$ cat src/rtl/router_pkt_tx_if.sv
// Upstream client and router-side signals of the router packet transmitter.
// Define PKT_TX_PARITY_CORRUPT_EN to add the corrupt_parity request line.
interface router_pkt_tx_if;
    logic       start;
    logic [1:0] dest_addr;
    logic [5:0] payload_len;
    logic [7:0] pl_data;
    logic       pl_valid;
    logic       pl_ready;
    logic       busy;
    logic [7:0] pkt_data;
    logic       pkt_valid;
    logic       tx_busy;
    logic       tx_done;
    logic       start_err;
`ifdef PKT_TX_PARITY_CORRUPT_EN
    logic       corrupt_parity;
`endif

    modport master (
`ifdef PKT_TX_PARITY_CORRUPT_EN
        output corrupt_parity,
`endif
        output start, dest_addr, payload_len,
        output pl_data, pl_valid, busy,
        input  pl_ready, pkt_data, pkt_valid,
        input  tx_busy, tx_done, start_err
    );

    modport slave (
`ifdef PKT_TX_PARITY_CORRUPT_EN
        input  corrupt_parity,
`endif
        input  start, dest_addr, payload_len,
        input  pl_data, pl_valid, busy,
        output pl_ready, pkt_data, pkt_valid,
        output tx_busy, tx_done, start_err
    );
endinterface

$ cat src/rtl/router_pkt_tx.sv
// Packet source for the router input: buffers a payload, then sends header,
// payload and XOR parity. PKT_TX_PARITY_CORRUPT_EN enables parity inversion.
module router_pkt_tx #(
    parameter int MAX_LEN    = 63,
    parameter int GAP_CYCLES = 2
) (
    input logic clock,
    input logic resetn,
    router_pkt_tx_if.slave bus
);

    typedef enum logic [2:0] {
        IDLE, LOAD, HEADER, PAYLOAD, PARITY, GAP
    } state_t;

    localparam logic [3:0] GAP_N = 4'(GAP_CYCLES);

    state_t     state;
    logic [1:0] addr_q;
    logic [5:0] len_q;
    logic [5:0] wptr;
    logic [5:0] rptr;
    logic [7:0] parity;
    logic [3:0] gap_cnt;
    logic [7:0] buf_q [MAX_LEN];

    logic [7:0] pkt_data_q;
    logic       pkt_valid_q;
    logic       pl_ready_q;
    logic       tx_busy_q;
    logic       tx_done_q;
    logic       start_err_q;

    logic       start_bad;
    logic       load_fire;
    logic [7:0] hdr_in;
    logic [7:0] hdr_q;
    logic [7:0] par_mask;

    assign start_bad = (bus.dest_addr == 2'd3)
                    || (bus.payload_len == 6'd0)
                    || (bus.payload_len > 6'(MAX_LEN));
    assign load_fire = (state == LOAD) && bus.pl_valid && pl_ready_q;
    assign hdr_in    = {bus.payload_len, bus.dest_addr};
    assign hdr_q     = {len_q, addr_q};

`ifdef PKT_TX_PARITY_CORRUPT_EN
    logic corrupt_q;
    assign par_mask = {8{corrupt_q}};
`else
    assign par_mask = 8'h00;
`endif

    assign bus.pkt_data  = pkt_data_q;
    assign bus.pkt_valid = pkt_valid_q;
    assign bus.pl_ready  = pl_ready_q;
    assign bus.tx_busy   = tx_busy_q;
    assign bus.tx_done   = tx_done_q;
    assign bus.start_err = start_err_q;

    // Payload storage carries no reset; pointers define what is valid.
    always_ff @(posedge clock) begin
        if (load_fire)
            buf_q[wptr] <= bus.pl_data;
    end

    always_ff @(posedge clock or negedge resetn) begin
        if (!resetn) begin
            state       <= IDLE;
            addr_q      <= 2'd0;
            len_q       <= 6'd0;
            wptr        <= 6'd0;
            rptr        <= 6'd0;
            parity      <= 8'h00;
            gap_cnt     <= 4'd0;
            pkt_data_q  <= 8'h00;
            pkt_valid_q <= 1'b0;
            pl_ready_q  <= 1'b0;
            tx_busy_q   <= 1'b0;
            tx_done_q   <= 1'b0;
            start_err_q <= 1'b0;
`ifdef PKT_TX_PARITY_CORRUPT_EN
            corrupt_q   <= 1'b0;
`endif
        end else begin
            tx_done_q   <= 1'b0;
            start_err_q <= 1'b0;
            unique case (state)
                IDLE: begin
                    if (bus.start) begin
                        if (start_bad) begin
                            start_err_q <= 1'b1;
                        end else begin
                            addr_q     <= bus.dest_addr;
                            len_q      <= bus.payload_len;
                            parity     <= hdr_in;
                            wptr       <= 6'd0;
                            rptr       <= 6'd0;
                            pl_ready_q <= 1'b1;
                            tx_busy_q  <= 1'b1;
`ifdef PKT_TX_PARITY_CORRUPT_EN
                            corrupt_q  <= bus.corrupt_parity;
`endif
                            state      <= LOAD;
                        end
                    end
                end
                LOAD: begin
                    if (load_fire) begin
                        parity <= parity ^ bus.pl_data;
                        wptr   <= wptr + 6'd1;
                        if (wptr == len_q - 6'd1) begin
                            pl_ready_q  <= 1'b0;
                            pkt_data_q  <= hdr_q;
                            pkt_valid_q <= 1'b1;
                            state       <= HEADER;
                        end
                    end
                end
                HEADER: begin
                    if (!bus.busy) begin
                        pkt_data_q <= buf_q[0];
                        rptr       <= 6'd1;
                        state      <= PAYLOAD;
                    end
                end
                PAYLOAD: begin
                    if (!bus.busy) begin
                        if (rptr == len_q) begin
                            pkt_data_q  <= parity ^ par_mask;
                            pkt_valid_q <= 1'b0;
                            state       <= PARITY;
                        end else begin
                            pkt_data_q <= buf_q[rptr];
                            rptr       <= rptr + 6'd1;
                        end
                    end
                end
                PARITY: begin
                    if (!bus.busy) begin
                        pkt_data_q <= 8'h00;
                        gap_cnt    <= 4'd1;
                        tx_done_q  <= (GAP_N == 4'd1);
                        state      <= GAP;
                    end
                end
                GAP: begin
                    // tx_done is raised so it lands in the final gap cycle
                    if (gap_cnt == GAP_N) begin
                        tx_busy_q <= 1'b0;
                        state     <= IDLE;
                    end else begin
                        gap_cnt   <= gap_cnt + 4'd1;
                        tx_done_q <= (gap_cnt + 4'd1 == GAP_N);
                    end
                end
                default: state <= IDLE;
            endcase
        end
    end

endmodule

$ cat src/flat_wrapper.sv
// flat-port wrapper written by rule: the top's interface ports become plain ports
module router_pkt_tx_flat 
#(
    parameter int MAX_LEN    = 63,
    parameter int GAP_CYCLES = 2
)
  (clock, resetn, bus_start, bus_dest_addr, bus_payload_len, bus_pl_data, bus_pl_valid, bus_busy, bus_pl_ready, bus_pkt_data, bus_pkt_valid, bus_tx_busy, bus_tx_done, bus_start_err);
  router_pkt_tx_if bus_i ();
  input logic clock;
  input logic resetn;
  input wire logic [$bits(bus_i.start)-1:0] bus_start;
  input wire logic [$bits(bus_i.dest_addr)-1:0] bus_dest_addr;
  input wire logic [$bits(bus_i.payload_len)-1:0] bus_payload_len;
  input wire logic [$bits(bus_i.pl_data)-1:0] bus_pl_data;
  input wire logic [$bits(bus_i.pl_valid)-1:0] bus_pl_valid;
  input wire logic [$bits(bus_i.busy)-1:0] bus_busy;
  output wire logic [$bits(bus_i.pl_ready)-1:0] bus_pl_ready;
  output wire logic [$bits(bus_i.pkt_data)-1:0] bus_pkt_data;
  output wire logic [$bits(bus_i.pkt_valid)-1:0] bus_pkt_valid;
  output wire logic [$bits(bus_i.tx_busy)-1:0] bus_tx_busy;
  output wire logic [$bits(bus_i.tx_done)-1:0] bus_tx_done;
  output wire logic [$bits(bus_i.start_err)-1:0] bus_start_err;
  assign bus_i.start = bus_start;
  assign bus_i.dest_addr = bus_dest_addr;
  assign bus_i.payload_len = bus_payload_len;
  assign bus_i.pl_data = bus_pl_data;
  assign bus_i.pl_valid = bus_pl_valid;
  assign bus_i.busy = bus_busy;
  assign bus_pl_ready = bus_i.pl_ready;
  assign bus_pkt_data = bus_i.pkt_data;
  assign bus_pkt_valid = bus_i.pkt_valid;
  assign bus_tx_busy = bus_i.tx_busy;
  assign bus_tx_done = bus_i.tx_done;
  assign bus_start_err = bus_i.start_err;
  router_pkt_tx #(.MAX_LEN(MAX_LEN), .GAP_CYCLES(GAP_CYCLES)) u_core (.clock(clock), .resetn(resetn), .bus(bus_i));
endmodule
$ cat config.mk
export PLATFORM = sky130hd
export DESIGN_NAME = router_pkt_tx_flat
export DESIGN_NICKNAME = d
export VERILOG_FILES = /design/src/rtl/router_pkt_tx_if.sv /design/src/rtl/router_pkt_tx.sv /design/src/flat_wrapper.sv
export SDC_FILE = /design/constraint.sdc
export NUM_CORES = 1
export LEC_CHECK = 0
export ABC_AREA = 1
export CAP_MARGIN = 20
export CORE_MARGIN = 3
export CORE_UTILIZATION = 56
export CTS_BUF_LIST = sky130_fd_sc_hd__clkbuf_8 sky130_fd_sc_hd__clkbuf_16
export DETAILED_ROUTE_END_ITERATION = 6
export DONT_BUFFER_PORTS = 1
export GPL_ROUTABILITY_DRIVEN = 0
export PLACE_DENSITY_LB_ADDON = 0.25
export SLEW_MARGIN = 20
export SYNTH_ARGS = -nofsm -noshare
export SYNTH_HDL_FRONTEND = slang
export SYNTH_SLANG_ARGS = --single-unit
export TNS_END_PERCENT = 20
$ cat constraint.sdc
create_clock -name clock -period 2.1 [get_ports clock]
set_clock_uncertainty 0.1 [all_clocks]
set_input_delay 0.42 -clock clock [delete_from_list [all_inputs] [get_ports clock]]
set_output_delay 0.42 -clock clock [all_outputs]
set_load 0.05 [all_outputs]
==> results.json <==
{
  "vias_per_cell": 5.759,
  "highest_layer": "met4",
  "track_usage": 0.2982,
  "synth.area.top_cells": "edfxtp_1 (63%), nand2_1 (12%), nor2_1 (5.1%)",
  "relSlewSlack": 0.5732,
  "worstHoldPathType": "input port to flop",
  "vdd_ir_drop_max_v": 0.001141,
  "max_freq_mhz": 446.6,
  "fin_ws_ps": -139.0,
  "yosysUniqueCellTypes": 39,
  "core_um2": 42320,
  "grt_overflow_total": 0,
  "slew_viol_final": 0,
  "layout_common_cells": "nand2_1 (706), edfxtp_1 (504), nor2_1 (251), nand3_1 (167), inv_1 (160)",
  "numCtsBuffers": 54,
  "synth-xor-area-share": 0.008183,
  "p_sw_mw": 11.30,
  "rsz0062_at_grt": "true",
  "antenna_found_initial": 0,
  "crit_required_ps": 2500,
  "initial_core_util": 0.5708,
  "cp_max_fo": 9,
  "violations": "design-rule violations, negative setup slack",
  "fp-row-count": 75,
  "seq_area_frac_synth": 0.6762,
  "syn_avg_cell_area_um2": 10.23,
  "grt_max_degree": 64,
  "synth-edff-count": 504,
  "wl_per_cell_um": 21.90,
  "met2_length_um": 32550,
  "syn-instance-count": 2362,
  "placed_area_um2": 26200,
  "tightest_slew_ps": 640.2,
  "synth_adder_area_share": 0.003108,
  "setup_tns_ps": -1166,
  "grt_pass1_wl_um": 101600,
  "whs_ps": 33.13,
  "hpwl_um": 39310,
  "swShare": 0.3396,
  "worstPathArrival_ps": 2640,
  "cts_tree": "done",
  "fill_cells": 2902,
  "wl_met3_um": 7676,
  "area_growth_pct": 23.04,
  "met1_length_um": 25960,
  "synth_top_area_share": 0.6265,
  "worstSetupStartpointType": "flop",
  "post-route-util": 0.7024,
  "muxShareOfSynthArea": 0,
  "syn_area_um2": 24160,
  "mappedNetlistNets": 2389,
  "clkLatencyLatePin_ps": 610,
  "postSynth.asyncResetShare": 0.08696,
  "drtIter0Drc": 2297,
  "power_frac_seq": 0.394,
  "layout_commonest_cell": "nand2_1",
  "io_pins": 34,
  "design_area_um2": 29720,
  "outcome": "finished with violations",
  "portBuffers": 0,
  "drt_first_pass_iters": 7,
  "grt_pass1_vias": 17290,
  "power_density_nw_per_um2": 1120,
  "p_leak_nw": 11.73,
  "synth_seq_cells": 552,
  "synth_area_leader_cell": "edfxtp_1",
  "combinationalPowerShare": 0.320,
  "via_count": 18110,
  "intPower_mw": 21.98,
  "drcViolationCount": 11,
  "drtAntennaViolNets": 0,
  "power.share.clock": 0.286,
  "setup_viol": 11,
  "drive_gt1_frac": 0.1967,
  "critPathKind": "flop to flop",
  "dieArea_um2": 45670,
  "cap_viol_max_count": 0,
  "nNetsFinal": 2549,
  "r2r_setup_slack_ps": -140,
  "synth-compound-area-share": 0.04045,
  "cts_root_buffer": "clkbuf_16",
  "clk_path_buf_depth": 3,
  "period_share": 1.066,
  "routed_wl_um": 68890,
  "insertedDiodeCount": 0,
  "die_x_um": 213.7,
  "multi_input_area_um2": 7402,
  "synth_top_family_by_area": "simple AND/OR/NAND/NOR gates",
  "fin_crit_ps": 2239,
  "power.total_mw": 33.28,
  "synth_flop_cell": "edfxtp_1",
  "yosysWarnings": 0,
  "register_area_um2": 16340,
  "die_y_um": 213.7,
  "cts_max_level": 2,
  "endpoint_kind": "flop",
  "hold_viol": 0,
  "synth-simple-area-share": 0.2216,
  "clock_sinks": 552,
  "clk_pin_slew_ps": 60
}
[worst paths after layout]
path / to / cells after the start / start
hold / removal: u_core.rptr[0]$_DFFE_PN0P_ / 3 / bus_busy
setup / recovery: u_core.bus.pkt_data[7]$_DFFE_PN0P_ / 15 / u_core.rptr[0]$_DFFE_PN0P_
hold reg to reg: u_core.addr_q[0]$_DFFE_PN0P_ / 2 / u_core.addr_q[0]$_DFFE_PN0P_
max in group asynchronous: u_core.rptr[0]$_DFFE_PN0P_ / 2 / resetn
setup reg to reg: u_core.bus.pkt_data[7]$_DFFE_PN0P_ / 15 / u_core.rptr[0]$_DFFE_PN0P_
min in group asynchronous: u_core.bus.start_err$_DFF_PN0_ / 2 / resetn
[worst max-delay path, stage by stage, from the launching register on]
cell and delay (ps):
dfrtp_4 500, buf_12 190, buf_12 160, buf_4 170
nor2_2 110, nor2_1 60, o21ai_1 110, nand3_1 160
nand3_2 120, nand2_1 70, nand2_1 50, nand2_1 50
nand3_1 80, nand2_1 60, nand2_1 70, nand2_1 50
[power groups by stage]
| stage | Clock, mW | Combinational (mW) | Sequential, mW |
|---|---|---|---|
| 3_5_place_dp | 0 | 7.93 | 13.3 |
| 4_1_cts | 9.56 | 9.42 | 13.1 |
| 2_1_floorplan | 0 | 5.26 | 13.2 |
| 3_3_place_gp | 0 | 7.79 | 13.3 |
| 6_report | 9.51 | 10.6 | 13.1 |
| 5_1_grt | 9.98 | 11.4 | 13.1 |
[state kept, by name, summed over array words and instances (netlist names)]
name and cells:
u_core.buf_q 504, u_core.addr_q 2, u_core.bus.pkt_valid 1, u_core.wptr 6, u_core.gap_cnt 4, u_core.bus.pkt_data 8
u_core.rptr 6, u_core.bus.tx_busy 1, u_core.len_q 6, u_core.state 3, u_core.bus.start_err 1, u_core.bus.pl_ready 1
u_core.parity 8, u_core.bus.tx_done 1
[cell families (layout without fill, tap and decap cells)]
family,after synthesis,in the layout
xor+xnor,21,21
compound gates,186,186
fa+ha+maj,6,6
simple gates,1315,1316
buf+inv,282,487
flops,552,552
[cell type report]
class / instances / area share
Inverter: 169 / 0.02277
Timing Repair Buffer: 213 / 0.09395
Timing Repair inverter: 3 / 0.001557
Tap cell: 577 / 0.02429
Clock buffer: 60 / 0.04900
Clock inverter: 42 / 0.009555
Multi-Input combinational cell: 1529 / 0.2490
Sequential cell: 552 / 0.5499
[metal layers]
layer,vias up,track usage
met1,8661,0.4132
met2,1072,0.4723
li1,8180,-
met3,198,0.05940
met4,0,0.1174
met5,-,0
[per-stage QoR]
stage                     worst slack (ps)  std cells
after global placement              -183.0       2975
after CTS                           -75.83       3121
after floorplan                     -108.8       2362
after global routing                -225.0       3145
final                               -139.0       3145
after detailed placement            -197.5       2975
[synth_stat cells, types with 2 or more instances]
library cell / number
buf_6: 3
nand2_2: 3
buf_2: 48
a21oi_1: 31
o21ai_1: 5
o21ai_2: 2
nand2_1: 752
xnor2_1: 11
dfrtp_1: 48
edfxtp_1: 504
nand3_1: 199
inv_2: 11
o22ai_1: 2
nor2_1: 327
o21ai_0: 135
o211ai_1: 9
nor2_2: 8
or2_2: 4
nand4_1: 4
clkbuf_1: 24
xor2_1: 9
ha_1: 6
buf_4: 20
nor3_1: 5
inv_1: 157
buf_1: 18
nor2_4: 5
[what timing repair did]
| action | in CTS | in global routing |
|---|---|---|
| gates cloned | 12 | 5 |
| pin swaps | 41 | 66 |
| setup buffers | 13 | 20 |
| setup endpoints to repair | 401 | 146 |
| hold buffers | 19 | 0 |
| resized for setup | 113 | 135 |
| hold endpoints to repair | 569 | 0 |
No activity file was read; power rests on OpenSTA's default activity.
